--- config.mk ---
export PLATFORM = sky130hd
export DESIGN_NAME = extbus_responder
export DESIGN_NICKNAME = d
export VERILOG_FILES = /design/src/rtl/extbus_responder.sv
export SDC_FILE = /design/constraint.sdc
export NUM_CORES = 1
export LEC_CHECK = 0
export ABC_AREA = 1
export BUFFER_PORTS_ARGS = -buffer_cell sky130_fd_sc_hd__buf_2
export CAP_MARGIN = 5
export CELL_PAD_IN_SITES_DETAIL_PLACEMENT = 1
export CELL_PAD_IN_SITES_GLOBAL_PLACEMENT = 1
export CORE_UTILIZATION = 40
export DETAILED_ROUTE_END_ITERATION = 10
export PLACE_DENSITY = 0.89
export RECOVER_POWER = 100
export SLEW_MARGIN = 20
export SYNTH_ARGS = -nofsm -noshare
export SYNTH_HDL_FRONTEND = slang
export SYNTH_SLANG_ARGS = --single-unit
--- constraint.sdc ---
create_clock -name clk -period 2.7 [get_ports clk]
set_input_delay 0 -clock clk [delete_from_list [all_inputs] [get_ports clk]]
set_output_delay 0 -clock clk [all_outputs]
set_load 0.02 [all_outputs]
--- src/rtl/extbus_responder.sv ---
// extbus_responder
//   Slave-side responder for an asynchronous microprocessor-style bus
//   (chip select, read and write strobes, address, data). All bus pins are
//   brought into the clk domain through SYNC_STAGES flops. A three-state
//   FSM then turns each synchronised access into exactly one commit pulse
//   for the register file.
//
//   Pulse semantics: reg_wr and reg_rd_done are single-cycle strobes with
//   no backpressure. reg_addr (and reg_wrdata for writes) qualify a pulse in
//   the cycle it is high, and hold their values until the next pulse.
//
// Parameters
//   SYNC_STAGES  synchroniser depth on the bus pins (2..3)
//   ADDR_W       register address width
// Ports
//   clk, rst                 system clock; synchronous active-high reset
//   extbus_cs_n/rd_n/wr_n    async bus strobes (active-low)
//   extbus_a, extbus_d_in    async address and write data
//   extbus_d_out, extbus_d_oe  read data and pad output enable
//   lookup_addr, reg_rddata  register file read port (combinational data)
//   reg_wr, reg_rd_done      one-cycle write-commit / read-complete pulses
//   reg_addr, reg_wrdata     qualifiers for the pulses
//   state_dbg                current FSM state (0 idle, 1 write, 2 read)
module extbus_responder #(
   parameter int SYNC_STAGES = 2,
   parameter int ADDR_W      = 5
) (
   input  logic              clk,
   input  logic              rst,
   input  logic              extbus_cs_n,
   input  logic              extbus_rd_n,
   input  logic              extbus_wr_n,
   input  logic [ADDR_W-1:0] extbus_a,
   input  logic [7:0]        extbus_d_in,
   output logic [7:0]        extbus_d_out,
   output logic              extbus_d_oe,
   output logic [ADDR_W-1:0] lookup_addr,
   input  logic [7:0]        reg_rddata,
   output logic              reg_wr,
   output logic              reg_rd_done,
   output logic [ADDR_W-1:0] reg_addr,
   output logic [7:0]        reg_wrdata,
   output logic [1:0]        state_dbg
);

   typedef enum logic [1:0] {
      IDLE  = 2'd0,
      WRITE = 2'd1,
      READ  = 2'd2
   } state_t;

   state_t state;

   logic [SYNC_STAGES-1:0] cs_sync;
   logic [SYNC_STAGES-1:0] rd_sync;
   logic [SYNC_STAGES-1:0] wr_sync;
   // Tracks which synchroniser stages hold real pin samples rather than
   // reset values, so an access straddling reset is not mistaken for a
   // fresh one.
   logic [SYNC_STAGES-1:0] vld_sync;
   logic [ADDR_W-1:0]      a_pipe [SYNC_STAGES];
   logic [7:0]             d_pipe [SYNC_STAGES];

   logic              cs_s, rd_s, wr_s, vld_s;
   logic [ADDR_W-1:0] a_s;
   logic [7:0]        d_s;
   logic              sel_wr, sel_rd, bus_idle_s;
   logic              armed;
   logic [ADDR_W-1:0] hold_a;
   logic [7:0]        hold_d;

   // Output enable must follow the raw pins to meet bus turn-on timing.
   assign extbus_d_oe = !extbus_cs_n & !extbus_rd_n & extbus_wr_n;

   always_ff @(posedge clk) begin
      if (rst) begin
         cs_sync  <= '1;
         rd_sync  <= '1;
         wr_sync  <= '1;
         vld_sync <= '0;
         for (int i = 0; i < SYNC_STAGES; i++) begin
            a_pipe[i] <= '0;
            d_pipe[i] <= '0;
         end
      end else begin
         cs_sync  <= {cs_sync[SYNC_STAGES-2:0], extbus_cs_n};
         rd_sync  <= {rd_sync[SYNC_STAGES-2:0], extbus_rd_n};
         wr_sync  <= {wr_sync[SYNC_STAGES-2:0], extbus_wr_n};
         vld_sync <= {vld_sync[SYNC_STAGES-2:0], 1'b1};
         a_pipe[0] <= extbus_a;
         d_pipe[0] <= extbus_d_in;
         for (int i = 1; i < SYNC_STAGES; i++) begin
            a_pipe[i] <= a_pipe[i-1];
            d_pipe[i] <= d_pipe[i-1];
         end
      end
   end

   assign cs_s  = cs_sync[SYNC_STAGES-1];
   assign rd_s  = rd_sync[SYNC_STAGES-1];
   assign wr_s  = wr_sync[SYNC_STAGES-1];
   assign vld_s = vld_sync[SYNC_STAGES-1];
   assign a_s   = a_pipe[SYNC_STAGES-1];
   assign d_s   = d_pipe[SYNC_STAGES-1];

   // Both strobes low together selects neither direction.
   assign sel_wr     = !cs_s & !wr_s & rd_s;
   assign sel_rd     = !cs_s & !rd_s & wr_s;
   assign bus_idle_s = cs_s | (rd_s & wr_s);

   assign state_dbg = state;

   always_ff @(posedge clk) begin
      if (rst) begin
         state        <= IDLE;
         armed        <= 1'b0;
         hold_a       <= '0;
         hold_d       <= '0;
         lookup_addr  <= '0;
         reg_addr     <= '0;
         reg_wrdata   <= '0;
         extbus_d_out <= '0;
         reg_wr       <= 1'b0;
         reg_rd_done  <= 1'b0;
      end else begin
         reg_wr      <= 1'b0;
         reg_rd_done <= 1'b0;
         // A new access may start only after a genuinely idle bus has been
         // observed since reset.
         if (vld_s & bus_idle_s)
            armed <= 1'b1;
         case (state)
            IDLE: begin
               if (armed & sel_wr) begin
                  state  <= WRITE;
                  hold_a <= a_s;
                  hold_d <= d_s;
               end else if (armed & sel_rd) begin
                  state       <= READ;
                  lookup_addr <= a_s;
                  hold_a      <= a_s;
               end
            end
            WRITE: begin
               // Keep re-capturing so late-valid data is what commits.
               if (sel_wr) begin
                  hold_a <= a_s;
                  hold_d <= d_s;
               end else begin
                  state      <= IDLE;
                  reg_wr     <= 1'b1;
                  reg_addr   <= hold_a;
                  reg_wrdata <= hold_d;
               end
            end
            READ: begin
               if (sel_rd) begin
                  lookup_addr  <= a_s;
                  hold_a       <= a_s;
                  extbus_d_out <= reg_rddata;
               end else begin
                  state       <= IDLE;
                  reg_rd_done <= 1'b1;
                  reg_addr    <= hold_a;
               end
            end
            default: state <= IDLE;
         endcase
      end
   end

endmodule

[Word level (Yosys, flattened, before mapping)]
Memory sizes are Yosys's and may differ from the RTL's.
Cells that the tools add are included.
Cells by class
  bitwise gates (word level): 18
  reduce and logical (&&, ||, !) cells: 19
  equality and inequality tests: 10
  muxes and demuxes: 28
Operators by type and width (count)
  two-way mux 5 bit: 9
  two-way mux 8 bit: 4
  case mux 5 bit (2 select lines): 2
  case mux 8 bit (2 select lines): 1
  case mux 5 bit (3 select lines): 1
  != test 2 bit, second input constant: 7
  AND 1 bit: 10
  AND reduction 3 bit: 3
  two-way mux 2 bit: 4
  AND reduction 4 bit: 2
  two-way mux 1 bit: 6
  case mux 2 bit (3 select lines): 1
  nonzero test 2 bit: 3
  zero test 1 bit: 5
  bitwise OR 1 bit: 5
  AND reduction 2 bit: 2
  OR reduction 2 bit: 2
  != test 3 bit, second input constant: 1
  inverter 1 bit: 3
  nonzero test 3 bit: 1
  equality test 2 x 1 -> 1 bit, second input constant: 1
  equality test 2 bit, second input constant: 1
  zero test 2 bit: 1
Word-level totals
  bits of input ports: 26
  bits in registers: 52
  logic and storage cells: 92
  output and inout bits: 31
  memories: 2
  RAM bits: 26
Memories
  d_pipe: words 2, bits a word 8, read ports 2, clocked after Yosys merged registers in 0, write ports 2, RTL line 62  | logic [7:0] d_pipe [SYNC_STAGES];
  a_pipe: words 2, bits a word 5, read ports 2, clocked after Yosys merged registers in 0, write ports 2, RTL line 61  | logic [ADDR_W-1:0] a_pipe [SYNC_STAGES];

[Longest topological paths before layout]
  depth after elaboration: 7
  depth in mapped cells: 8
  mapped depth without buffers: 8

[Least setup slack after synthesis]
Ideal clock, no wire load.
  path kind: register to register
  start: reg state[0], in the netlist state_dbg[0]
  end: reg hold_d[7]
  path buffers: 1
  data arrival time: 1245 ps
  setup time: 113 ps
  clock period less this slack: 1357 ps
  setup slack: 1343 ps
  stages on the path, launching flop included: 7
  required time: 2587 ps
  cell sequence: dfxtp_1 -> inv_1 -> a211oi_4 -> buf_6 -> nand2_1 -> nand2_1 -> nor2_1
Between the ends
  cells in the longest elaborated chain, start to end: 3
  elaborated cells on any way between the ends: 7
  classes of those cells: eq/ne: 3; mux: 1; reduce/logical: 3
Ends and longest elaborated chain
  from (decl): RTL line 52  | state_t state;
  from (signal assigned): RTL line 115  | state <= IDLE;
  from (signal assigned): RTL line 135  | state <= WRITE;
  from (signal assigned): RTL line 139  | state <= READ;
  equality test 2 x 1 -> 1 bit / zero test 2 bit (equally long branches): RTL line 132  | case (state)
  != test 2 bit (no line) / nonzero test 2 bit (equally long branches)
  AND reduction 3 bit (no line)
  to (signal assigned): RTL line 137  | hold_d <= d_s;
  to (signal assigned): RTL line 148  | hold_d <= d_s;
  to (decl): RTL line 70  | logic [7:0] hold_d;
Several ways; a longest one is shown, not always the timed one.
A chain may end at the register's enable or synchronous reset.

[Worst setup path after layout]
  start: reg wr_sync[1]
  end: reg hold_d[4]
Between the ends
  cells in the longest elaborated chain, start to end: 6
  elaborated cells on any way between the ends: 7
  classes of those cells: eq/ne: 2; bitwise: 3; reduce/logical: 2
Ends and longest elaborated chain
  from (decl): RTL line 56  | logic [SYNC_STAGES-1:0] wr_sync;
  from (signal assigned): RTL line 88  | wr_sync <= {wr_sync[SYNC_STAGES-2:0], extbus_wr_n};
  zero test 1 bit *: RTL line 107  | assign sel_wr = !cs_s & !wr_s & rd_s;
  AND 1 bit * (2 in series): RTL line 107
  AND 1 bit: RTL line 134  | if (armed & sel_wr) begin
  != test 2 bit (no line)
  AND reduction 3 bit (no line) *
Every way passes the cells marked *; elsewhere a longest branch is shown, timed or not.

==> results.txt <==
status: finished, final reports clean
largest net degree at the start of global routing: 42
Setup Fix Bufs, Post-CTS: 0
Net count, final: 440
n_diodes: 0
initial antenna violation count: 0
Tightest Hold Check Type: in -> reg
Hold Fails Final Rpt: 0
clock-pin slew on the worst setup and hold paths: 70 ps
area fraction of the dominant cell type after synthesis: 59.2%
Peak Freq: 555 MHz
Clock Skew: 5.40 ps
clock latency on the worst-skew pair: 340 ps
global route total overflow: 0
Post-DP Area: 2980 um2
Syn Area/Cell: 7.97 um2
RSZ-0062 raised after global routing: no
Data arrival, critical path: 2040 ps
syn_nets: 357
Clock Path Buffers: 2
Starting DRT DRC Count: 69
Finished Cell Area: 3400 um2
total core area: 6350 um2
Yosys cell types: 19
htree depth: 3
Remaining DRCs: 0
fillers: 803
CTS resizes: 0
Final min period: 1800 ps
vias in the first global route: 2298
final period utilization: 66.7%
most frequent cells in the layout: nor2_1 (104), dfxtp_1 (78), inv_1 (49)
global-route usage over all layers: 18.8%
hpwl dp: 3770 um
post-synthesis sequential area ratio: 59.2%
Cell Area, Synth: 2640 um2
wire per inst: 11.8 um
Max FO, Critical Path: 17
Die X-Extent: 83.2 um
Worst Setup SP: wr_sync[1]
Post-Route WL: 5880 um
Rel. slew slack: 34.7%
LEAKAGE: 1.49 nW
FF-to-FF End: hold_d[4]
Vias: 2227
Critical Path Source Type: register
Final Non-Filler Cells: 496
Area contributors post-synth: dfxtp_1 (59%), nor2_1 (14%), inv_1 (7.0%), nand2_1 (4.7%), o21ai_0 (4.0%)
Final Setup Violations: 0
Setup crit end: hold_d[4]
worst r2r path cells: 6
Slew Limit Fails: 0
Seq cells post-synth: 78
dpl cells: 456
Crit. End Element: register
crit path kind: reg -> reg
Sink Count: 78
TritonCTS clock tree: built
layout cells sized above 1: 10.7%
row count: 29
Reg area: 1560 um2
Total Die Area: 6920 um2
most common library cell in the layout ignoring fill and taps: nor2_1
Vias/cell: 4.49
DR pass1 iterations: 4
Syn. warnings: 0
setup_tns: 0 ps
synthesized instance count: 331
hold buffers post-CTS: 24
total CTS buffers: 9
worst r2r src: wr_sync[1]
Initial Utilization: 41.5%
multi-input combinational cell area: 810 um2
# port buffers: 56
PD cells: 694 nW/um2
CTS Root Cell: clkbuf_8
Maximum Capacitance Violations: 0
Detail Route Antenna Nets: 0
Synth area leader: dfxtp_1
synthesis-to-finish area growth: 28.7%
DIE HEIGHT: 83.2 um
R2R setup slack: 900 ps
global-route wire length before repair: 10200 um
CP Data Required Time: 2940 ps
IO Pins: 57
maximum vdd drop: 0.411 mV
Slew @ Worst Pin: 978 ps
GPL Wtd Cong: 0.737
metrics by stage:
stage,power [mW],hold WS (ps),utilization [%],setup WS (ps)
finish,2.36,166,53.5,898
global route,2.45,189,53.5,661
CTS,2.39,165,54.7,1110
detailed placement,1.30,205,47.0,1110
global placement,1.29,201,47.0,1240
floorplan,1.26,83.1,-,1340
cell usage after synthesis:
library cell    n
nor2_1        100
dfxtp_1        78
inv_1          49
nand2_1        33
o21ai_0        21
nand3_1        14
clkbuf_1        8
a21oi_1         6
nor2_2          5
or2_2           5
nand2_2         4
a211oi_4        1
and2_1          1
buf_2           1
buf_6           1
clkinv_1        1
nand3_2         1
nor3_1          1
or3b_2          1
flip-flops by register name, summed over array words and instances, names as in the netlist:
name	count
wr_sync	2
state_dbg	2
extbus_d_out	8
hold_d	8
reg_addr	5
hold_a	5
vld_sync	2
armed	1
rd_sync	2
a_pipe	10
reg_wrdata	8
d_pipe	16
reg_wr	1
cs_sync	2
lookup_addr	5
reg_rd_done	1
worst min path at each step:
stage               cells past startpoint            to         from  slack (ps)
CTS                                     3  d_pipe[0][4]          rst         170
finish                                  3  d_pipe[0][6]          rst         170
global route                            3  d_pipe[0][3]          rst         190
detailed placement                      2    cs_sync[0]  extbus_cs_n         200
global placement                        3    wr_sync[0]  extbus_wr_n         200
floorplan                               1   extbus_d_oe  extbus_cs_n          80
cell type report:
type | count | area share (%)
sequential | 78 | 46.0
multi-input combinational | 193 | 23.8
timing repair buffer | 82 | 14.5
inverter | 50 | 5.53
clock buffer | 13 | 4.68
tap | 77 | 2.84
clock inverter | 3 | 2.65
where the power goes:
part           internal [mW]  total (mW)  switching (mW)
clock                  0.666        1.06           0.394
sequential              1.18        1.19         0.00980
combinational         0.0559       0.111          0.0549
worst max-delay path, cell delays in order (launching register included):
cell and delay [ps]:
dfxtp_1 330, nor2_1 160, nand2_1 120, a211oi_2 780, nand2_1 150, nand2_1 120, nor2_1 40
logic make-up after synthesis:
| kind of cell | share of synthesized area (%) |
|---|---|
| buffers and inverters | 8.87 |
| AND/OR/NAND/NOR | 26.0 |
| flip-flops | 59.2 |
| AO/OA/AOI/OAI | 5.88 |
layer usage:
metal / global-route usage, % / wire length [um]
met2: 33.5 / 2940
met5: 0 / 0
met4: 9.72 / 119
met1: 20.7 / 2550
met3: 4.67 / 259
No activity file was read; power rests on OpenSTA's default activity.
